`src/rtl/seq_divider_pkg.sv`:
```
// rtl/seq_divider_pkg.sv - state encoding and sizing helpers shared by seq_divider
package seq_divider_pkg;

  typedef enum logic [1:0] {IDLE, RUN, FIX, DONE} state_t;

  localparam int DEF_W = 16;

  function automatic int cnt_w(input int w);
    return $clog2(2 * w);
  endfunction

endpackage

```
`src/rtl/seq_divider_div_step.sv`:
```
// rtl/seq_divider_div_step.sv - one combinational restoring-division iteration
module div_step
  import seq_divider_pkg::*;
#(
  parameter int W = DEF_W
) (
  input  logic [W-1:0] r,
  input  logic         nbit,
  input  logic [W-1:0] d,
  output logic [W-1:0] r_next,
  output logic         q_bit
);

  logic [W:0] trial;

  // The incoming remainder is always below d, so both candidates fit W bits.
  always_comb begin
    trial  = {r, nbit};
    q_bit  = (trial >= {1'b0, d});
    r_next = q_bit ? W'(trial - {1'b0, d}) : trial[W-1:0];
  end

endmodule

```
`src/rtl/seq_divider.sv`:
```
// rtl/seq_divider.sv - multi-cycle restoring divider, 2W/W -> 2W quotient and W remainder
// SEQ_DIVIDER_SIGNED_EN: two's complement operands with one extra sign-fix cycle
module seq_divider
  import seq_divider_pkg::*;
#(
  parameter int W = DEF_W
) (
  input  logic           clk,
  input  logic           rst,
  input  logic           start,
  input  logic [2*W-1:0] dividend,
  input  logic [W-1:0]   divisor,
  output logic [2*W-1:0] quotient,
  output logic [W-1:0]   remainder,
  output logic           busy,
  output logic           done,
  output logic           div_zero
);

  localparam int CW = cnt_w(W);
`ifdef SEQ_DIVIDER_SIGNED_EN
  localparam state_t RUN_EXIT = FIX;
`else
  localparam state_t RUN_EXIT = DONE;
`endif

  state_t         state, state_nx;
  logic [2*W-1:0] q_reg;
  logic [W-1:0]   r_reg;  // partial remainder stays below D, so W bits hold it
  logic [W-1:0]   d_reg;
  logic [W-1:0]   r_step;
  logic           q_step;
  logic [CW-1:0]  cnt;
  logic           zero_reg;
`ifdef SEQ_DIVIDER_SIGNED_EN
  logic           neg_q;
  logic           neg_r;
`endif

  div_step #(.W(W)) u_step (
    .r      (r_reg),
    .nbit   (q_reg[2*W-1]),
    .d      (d_reg),
    .r_next (r_step),
    .q_bit  (q_step)
  );

  always_ff @(posedge clk or posedge rst) begin
    if (rst) state <= IDLE;
    else     state <= state_nx;
  end

  always_comb begin
    state_nx = state;
    busy     = 1'b0;
    case (state)
      IDLE: if (start) state_nx = (divisor == '0) ? DONE : RUN;
      RUN: begin
        busy = 1'b1;
        if (cnt == '0) state_nx = RUN_EXIT;
      end
      FIX: begin
        busy     = 1'b1;
        state_nx = DONE;
      end
      DONE:    state_nx = IDLE;
      default: state_nx = IDLE;
    endcase
  end

  always_ff @(posedge clk or posedge rst) begin
    if (rst) begin
      q_reg     <= '0;
      r_reg     <= '0;
      d_reg     <= '0;
      cnt       <= '0;
      zero_reg  <= 1'b0;
      quotient  <= '0;
      remainder <= '0;
      div_zero  <= 1'b0;
      done      <= 1'b0;
`ifdef SEQ_DIVIDER_SIGNED_EN
      neg_q     <= 1'b0;
      neg_r     <= 1'b0;
`endif
    end else begin
      done <= 1'b0;
      case (state)
        IDLE: if (start) begin
          if (divisor == '0) begin
            q_reg    <= '1;
            r_reg    <= dividend[W-1:0];
            zero_reg <= 1'b1;
          end else begin
`ifdef SEQ_DIVIDER_SIGNED_EN
            q_reg <= dividend[2*W-1] ? -dividend : dividend;
            d_reg <= divisor[W-1] ? -divisor : divisor;
            neg_q <= dividend[2*W-1] ^ divisor[W-1];
            neg_r <= dividend[2*W-1];
`else
            q_reg <= dividend;
            d_reg <= divisor;
`endif
            r_reg    <= '0;
            cnt      <= CW'(2*W-1);
            zero_reg <= 1'b0;
          end
        end
        RUN: begin
          r_reg <= r_step;
          q_reg <= {q_reg[2*W-2:0], q_step};
          cnt   <= cnt - CW'(1);
        end
`ifdef SEQ_DIVIDER_SIGNED_EN
        // Truncation toward zero: remainder follows the dividend's sign.
        FIX: begin
          if (neg_q) q_reg <= -q_reg;
          if (neg_r) r_reg <= -r_reg;
        end
`endif
        DONE: begin
          quotient  <= q_reg;
          remainder <= r_reg;
          div_zero  <= zero_reg;
          done      <= 1'b1;
        end
        default: ;
      endcase
    end
  end

endmodule

```
`config.mk`:
```
export PLATFORM = sky130hd
export DESIGN_NAME = seq_divider
export DESIGN_NICKNAME = d
export VERILOG_FILES = /design/src/rtl/seq_divider_pkg.sv /design/src/rtl/seq_divider_div_step.sv /design/src/rtl/seq_divider.sv
export SDC_FILE = /design/constraint.sdc
export NUM_CORES = 1
export LEC_CHECK = 0
export CORE_MARGIN = 2
export CORE_UTILIZATION = 33
export DETAILED_ROUTE_END_ITERATION = 7
export PLACE_DENSITY = 0.65
export SKIP_CTS_REPAIR_TIMING = 1
export SLEW_MARGIN = 20
export SYNTH_ARGS = -nofsm -noshare
export SYNTH_HDL_FRONTEND = slang
export SYNTH_HIERARCHICAL = 1
export SYNTH_SLANG_ARGS = --single-unit
```
`constraint.sdc`:
```
create_clock -name clk -period 11.1 [get_ports clk]
set_input_delay 2.775 -clock clk [delete_from_list [all_inputs] [get_ports clk]]
set_output_delay 2.775 -clock clk [all_outputs]
set_load 0.01 [all_outputs]
```
[Word level (Yosys, flattened, before mapping)]
Cells that the tools add are included.
Word-level totals
  output and inout port bits: 51
  word-level logic and storage cells: 47
  register bits after elaboration: 122
Operators by class
  mux-type cells: 17
  reductions and logical operators: 10
  $lt $le $gt $ge: 1
  $add $sub $neg: 2
  equality and inequality tests: 6
  bitwise logic cells: 1
Operators by type and width (number)
  two-way mux 32 bit: 2
  case mux 32 bit (2 select lines): 1
  two-way mux 16 bit: 3
  case mux 16 bit (2 select lines): 1
  greater-or-equal comparator 17 x 16 -> 1 bit: 1
  logical NOT 16 bit: 1
  subtractor 16 bit: 1
  two-way mux 5 bit: 2
  case mux 5 bit (2 select lines): 1
  case mux 2 bit (4 select lines): 1
  two-way mux 2 bit: 3
  inequality test 2 bit, second input constant: 3
  AND reduction 2 bit: 3
  AND reduction 3 bit: 2
  logical NOT 5 bit: 1
  subtractor 5 x 1 -> 5 bit, second input constant: 1
  == test 2 bit, second input constant: 2
  two-way mux 1 bit: 3
  == test 2 x 1 -> 1 bit, second input constant: 1
  logical NOT 2 bit: 1
  nonzero test 2 bit: 1
  OR reduction 2 bit: 1
  inverter 1 bit: 1

[Longest topological paths before layout]
  depth in word-level cells: 4
  depth in mapped cells: 12
  depth with buffers taken out: 11

[Modules after synthesis]
The synthesis kept the hierarchy.
By module, submodules not included
  seq_divider: cells each 445, times used 1, area an instance 5296.3 um^2
  div_step: cells each 157, times used 1, area an instance 1229.9 um^2

[Least setup slack after synthesis]
Ideal clock, no wire load.
  path kind: input to register
  start point: input port divisor[2]
  end point: register d_reg[0]
  arrival: 3.889 ns
  stages on the path: 6
  slack: 7.086 ns
  buffers on the path: 2
  required time: 10.975 ns
  cell sequence: nor4_1 and4_1 or2_1 buf_6 buf_12 mux2_4
On the way
  word-level cells in the longest chain between the ends: 3
Ends and longest elaborated chain
  start: declaration: RTL line seq_divider.sv:12  | input logic [W-1:0] divisor,
  logical NOT 16 bit: RTL line seq_divider.sv:90  | if (divisor == '0) begin
  inverter 1 bit (no line)
  AND reduction 3 bit (no line)
  end signal: assignment: RTL line seq_divider.sv:102  | d_reg <= divisor;
  end: declaration: RTL line seq_divider.sv:30  | logic [W-1:0] d_reg;
No other way between the ends.
A chain may end at the register's enable or synchronous reset.

[Worst setup path after layout]
  start point: input port divisor[13]
  end point: register d_reg[10]
The elaborated chain is that of the path after synthesis.

==> impl_metrics.ini <==
[setup_path]
r2r_cells = 10
worst-setup-path-type = primary input to register
timing.critical_path.cells = clkdlybuf4s50_1, nor4_1, and4_2, buf_4, or2_1, mux2_2
critical_path_end = d_reg[10]
critical-path-slowest-cell = sky130_fd_sc_hd__or2_1
r2r-end = r_reg[2]
regToRegSetupSlack_ps = 7540
critical_path_peak_fanout = 57
critical_path_arrival_ps = 5560
start_kind = primary input
endpoint_kind = register
regToRegStartpoint = r_reg[5]
startpoint = divisor[13]
timing.critical_path.slowest_cell_delay_ps = 760
critical_path_required_ps = 11390

[floorplan]
placeableCoreArea_um2 = 19460
io_pins = 102
die_width_um = 144.6
placement_rows = 51
die-area_um2 = 20920
die_y_um = 144.6
initial_core_util = 0.3353

[timing]
setup_total_negative_slack_ps = 0
layout_min_cycle_time_ps = 5268
final.hold.worst_slack_ps = 504.0
setup_viol = 0
timing.max_slew.rel_slack = 0.4218
unrepaired_setup_endpoints_after_global_routing = false
final_min_period_over_clock_period = 0.4746
slew_violations = 0
hold_viol = 0
skew_ps = 8.444
max_clock_freq_mhz = 189.8
tightest_slew_ps = 867.2

[final_layout]
synthToLayoutAreaGrowth_pct = 27.76
n_fill_cell = 1873
regArea_um2 = 3053
post_route_cells_drive_above_1_share = 0.1969
area_occupied_by_multi_input_gates_um2 = 3139
final_core_utilization = 0.4284
antennaDiodeCount = 0
fin_nets = 761

[power]
power.leakage_uw = 0.003437
power_density_nw_per_um2 = 379.9
max-vdd-ir-drop_mv = 0.1562

[placement]
dp_hpwl_mm = 11.72
io_buffers = 101
gp_congestion = 0.8207

[global_routing]
grt_first_pass_wirelength_mm = 27.60
antenna_found_initial = 0
grt_usage = 0.1721
grt_start_max_net_pins = 64
grt-ovfl-total = 0
first_global_vias = 5082

[clock_network]
clock_sinks = 122
h-tree-depth = 4
cts_buffer_depth = 2
clock_latency_ps = 420
clock_root_buffer = sky130_fd_sc_hd__clkbuf_16
cts_tree = yes
clk_pin_slew_worst_paths_ps = 60
cts_made_buffers = 17

[route]
wire_per_inst_um = 17.82
drtIter0Drc = 271
drt_pre_antenna_iters = 4
drcViolationCount = 0
detail-route-antenna-nets = 0
vias_per_cell = 5.233
vias = 5055
wirelength_mm = 17.22

[synthesis]
synth.most_common_cell = sky130_fd_sc_hd__dfrtp_1
synth.area.top_cells = sky130_fd_sc_hd__dfrtp_1, sky130_fd_sc_hd__mux2_2, sky130_fd_sc_hd__o2bb2ai_1, sky130_fd_sc_hd__ha_1, sky130_fd_sc_hd__o21ai_0
synth_sequential_area_ratio = 0.4678
syn-mean-instance-area_um2 = 10.84
synthesized_instance_count = 602
postSynth.asyncResetShare = 1.000
netlist_top_cells_count = sky130_fd_sc_hd__dfrtp_1, sky130_fd_sc_hd__mux2_2, sky130_fd_sc_hd__o21ai_0
syn-cell-area_um2 = 6526
synth_simple_gate_area_frac = 0.09663
synth_top_area_share = 0.4678
synth_top_cell_by_area = sky130_fd_sc_hd__dfrtp_1
dominantRegCellSynth = sky130_fd_sc_hd__dfrtp_1
synth_enable_flop_cells = 0
post_synth_fa_ha_maj_area_fraction = 0.04333
synth_top_family_by_area = compound AO/OA/AOI/OAI gates
ys_seq_elements = 122
synth_fp_nets = 675
yosysWarnings = 6
share_of_synthesized_area_spent_on_multiplexers = 0.1526
yosysUniqueCellTypes = 66
post_synth_xor_area_fraction = 0.01074
synth_compound_area_frac = 0.1750

[min_path]
min_delay_path_depth = 1
min-delay-path-class = register to register

[flow_run]
timing.max_cap.violations = 0

[outcome]
outcome = finished clean
## how the worst min path moves through the flow
stage,from,to,slack [ps]
floorplan,q_reg[31],q_reg[31],470
global placement,quotient[5],quotient[5],490
detailed placement,d_reg[6],d_reg[6],490
CTS,d_reg[6],d_reg[6],510
global route,quotient[6],quotient[6],520
finish,d_reg[6],d_reg[6],500
## routing by layer
layer / up-vias / wire length [µm] / GRT usage
met5: - / 0 / 0
met4: 0 / 280 / 0.05161
met3: 20 / 956 / 0.04768
met2: 131 / 8168 / 0.2771
met1: 2513 / 7811 / 0.2264
li1: 2391 / - / -
## logic make-up after synthesis
group / Yosys count
compound gates: 168
simple gates: 122
flops: 122
mux: 85
buf+inv: 75
fa+ha+maj: 22
xor+xnor: 8
## stage by stage
| step | worst slack, ps | area [µm²] | cells | power, µW |
|---|---|---|---|---|
| 3_5_place_dp | 5399 | 7721 | 934 | 2581 |
| 5_1_grt | 5690 | 8338 | 966 | 3417 |
| 2_1_floorplan | 5082 | 6526 | 602 | 2076 |
| 6_report | 5832 | 8338 | 966 | 3167 |
| 3_3_place_gp | 5420 | 7721 | 934 | 2560 |
| 4_1_cts | 5832 | 8338 | 966 | 3184 |
## worst max-delay path, delay by kind of cell
kind / cells / cell delay (ps)
and+or+nand+nor: 3 / 1460
buffers and inverters: 2 / 890
muxes: 1 / 420
## cell type report
type | instances | share of cell area
Tap cell | 265 | 0.03977
Multi-Input combinational cell | 405 | 0.3765
Clock buffer | 18 | 0.05147
Clock inverter | 14 | 0.02251
Inverter | 33 | 0.01516
Sequential cell | 122 | 0.3661
Timing Repair Buffer | 109 | 0.1285
## power breakdown
group / switching (µW) / internal, µW / total, µW / leakage [µW]
Combinational: 864 / 871 / 1740 / 0.00167
Clock: 221 / 359 / 580 / 0.000295
Sequential: 175 / 677 / 852 / 0.00147
## placed cells by master, fill, tap and decap left out, drive strengths merged, types with 3 or more instances in the layout
master	count
a21oi	46
xor2	4
o21a	6
o31ai	3
nand4	4
nand3	18
nor3	38
xnor2	4
o2bb2ai	31
nand2	9
mux2	80
bufinv	3
nor4	4
ha	21
clkbuf	18
clkdlybuf4s50	101
clkinv	4
o211ai	3
a31oi	4
nor2b	5
a211o	3
dfrtp	122
a211oi	5
o21ai	49
nor2	27
inv	38
mux2i	5
buf	8
nor3b	3
Power figures use the tool's default switching activity.
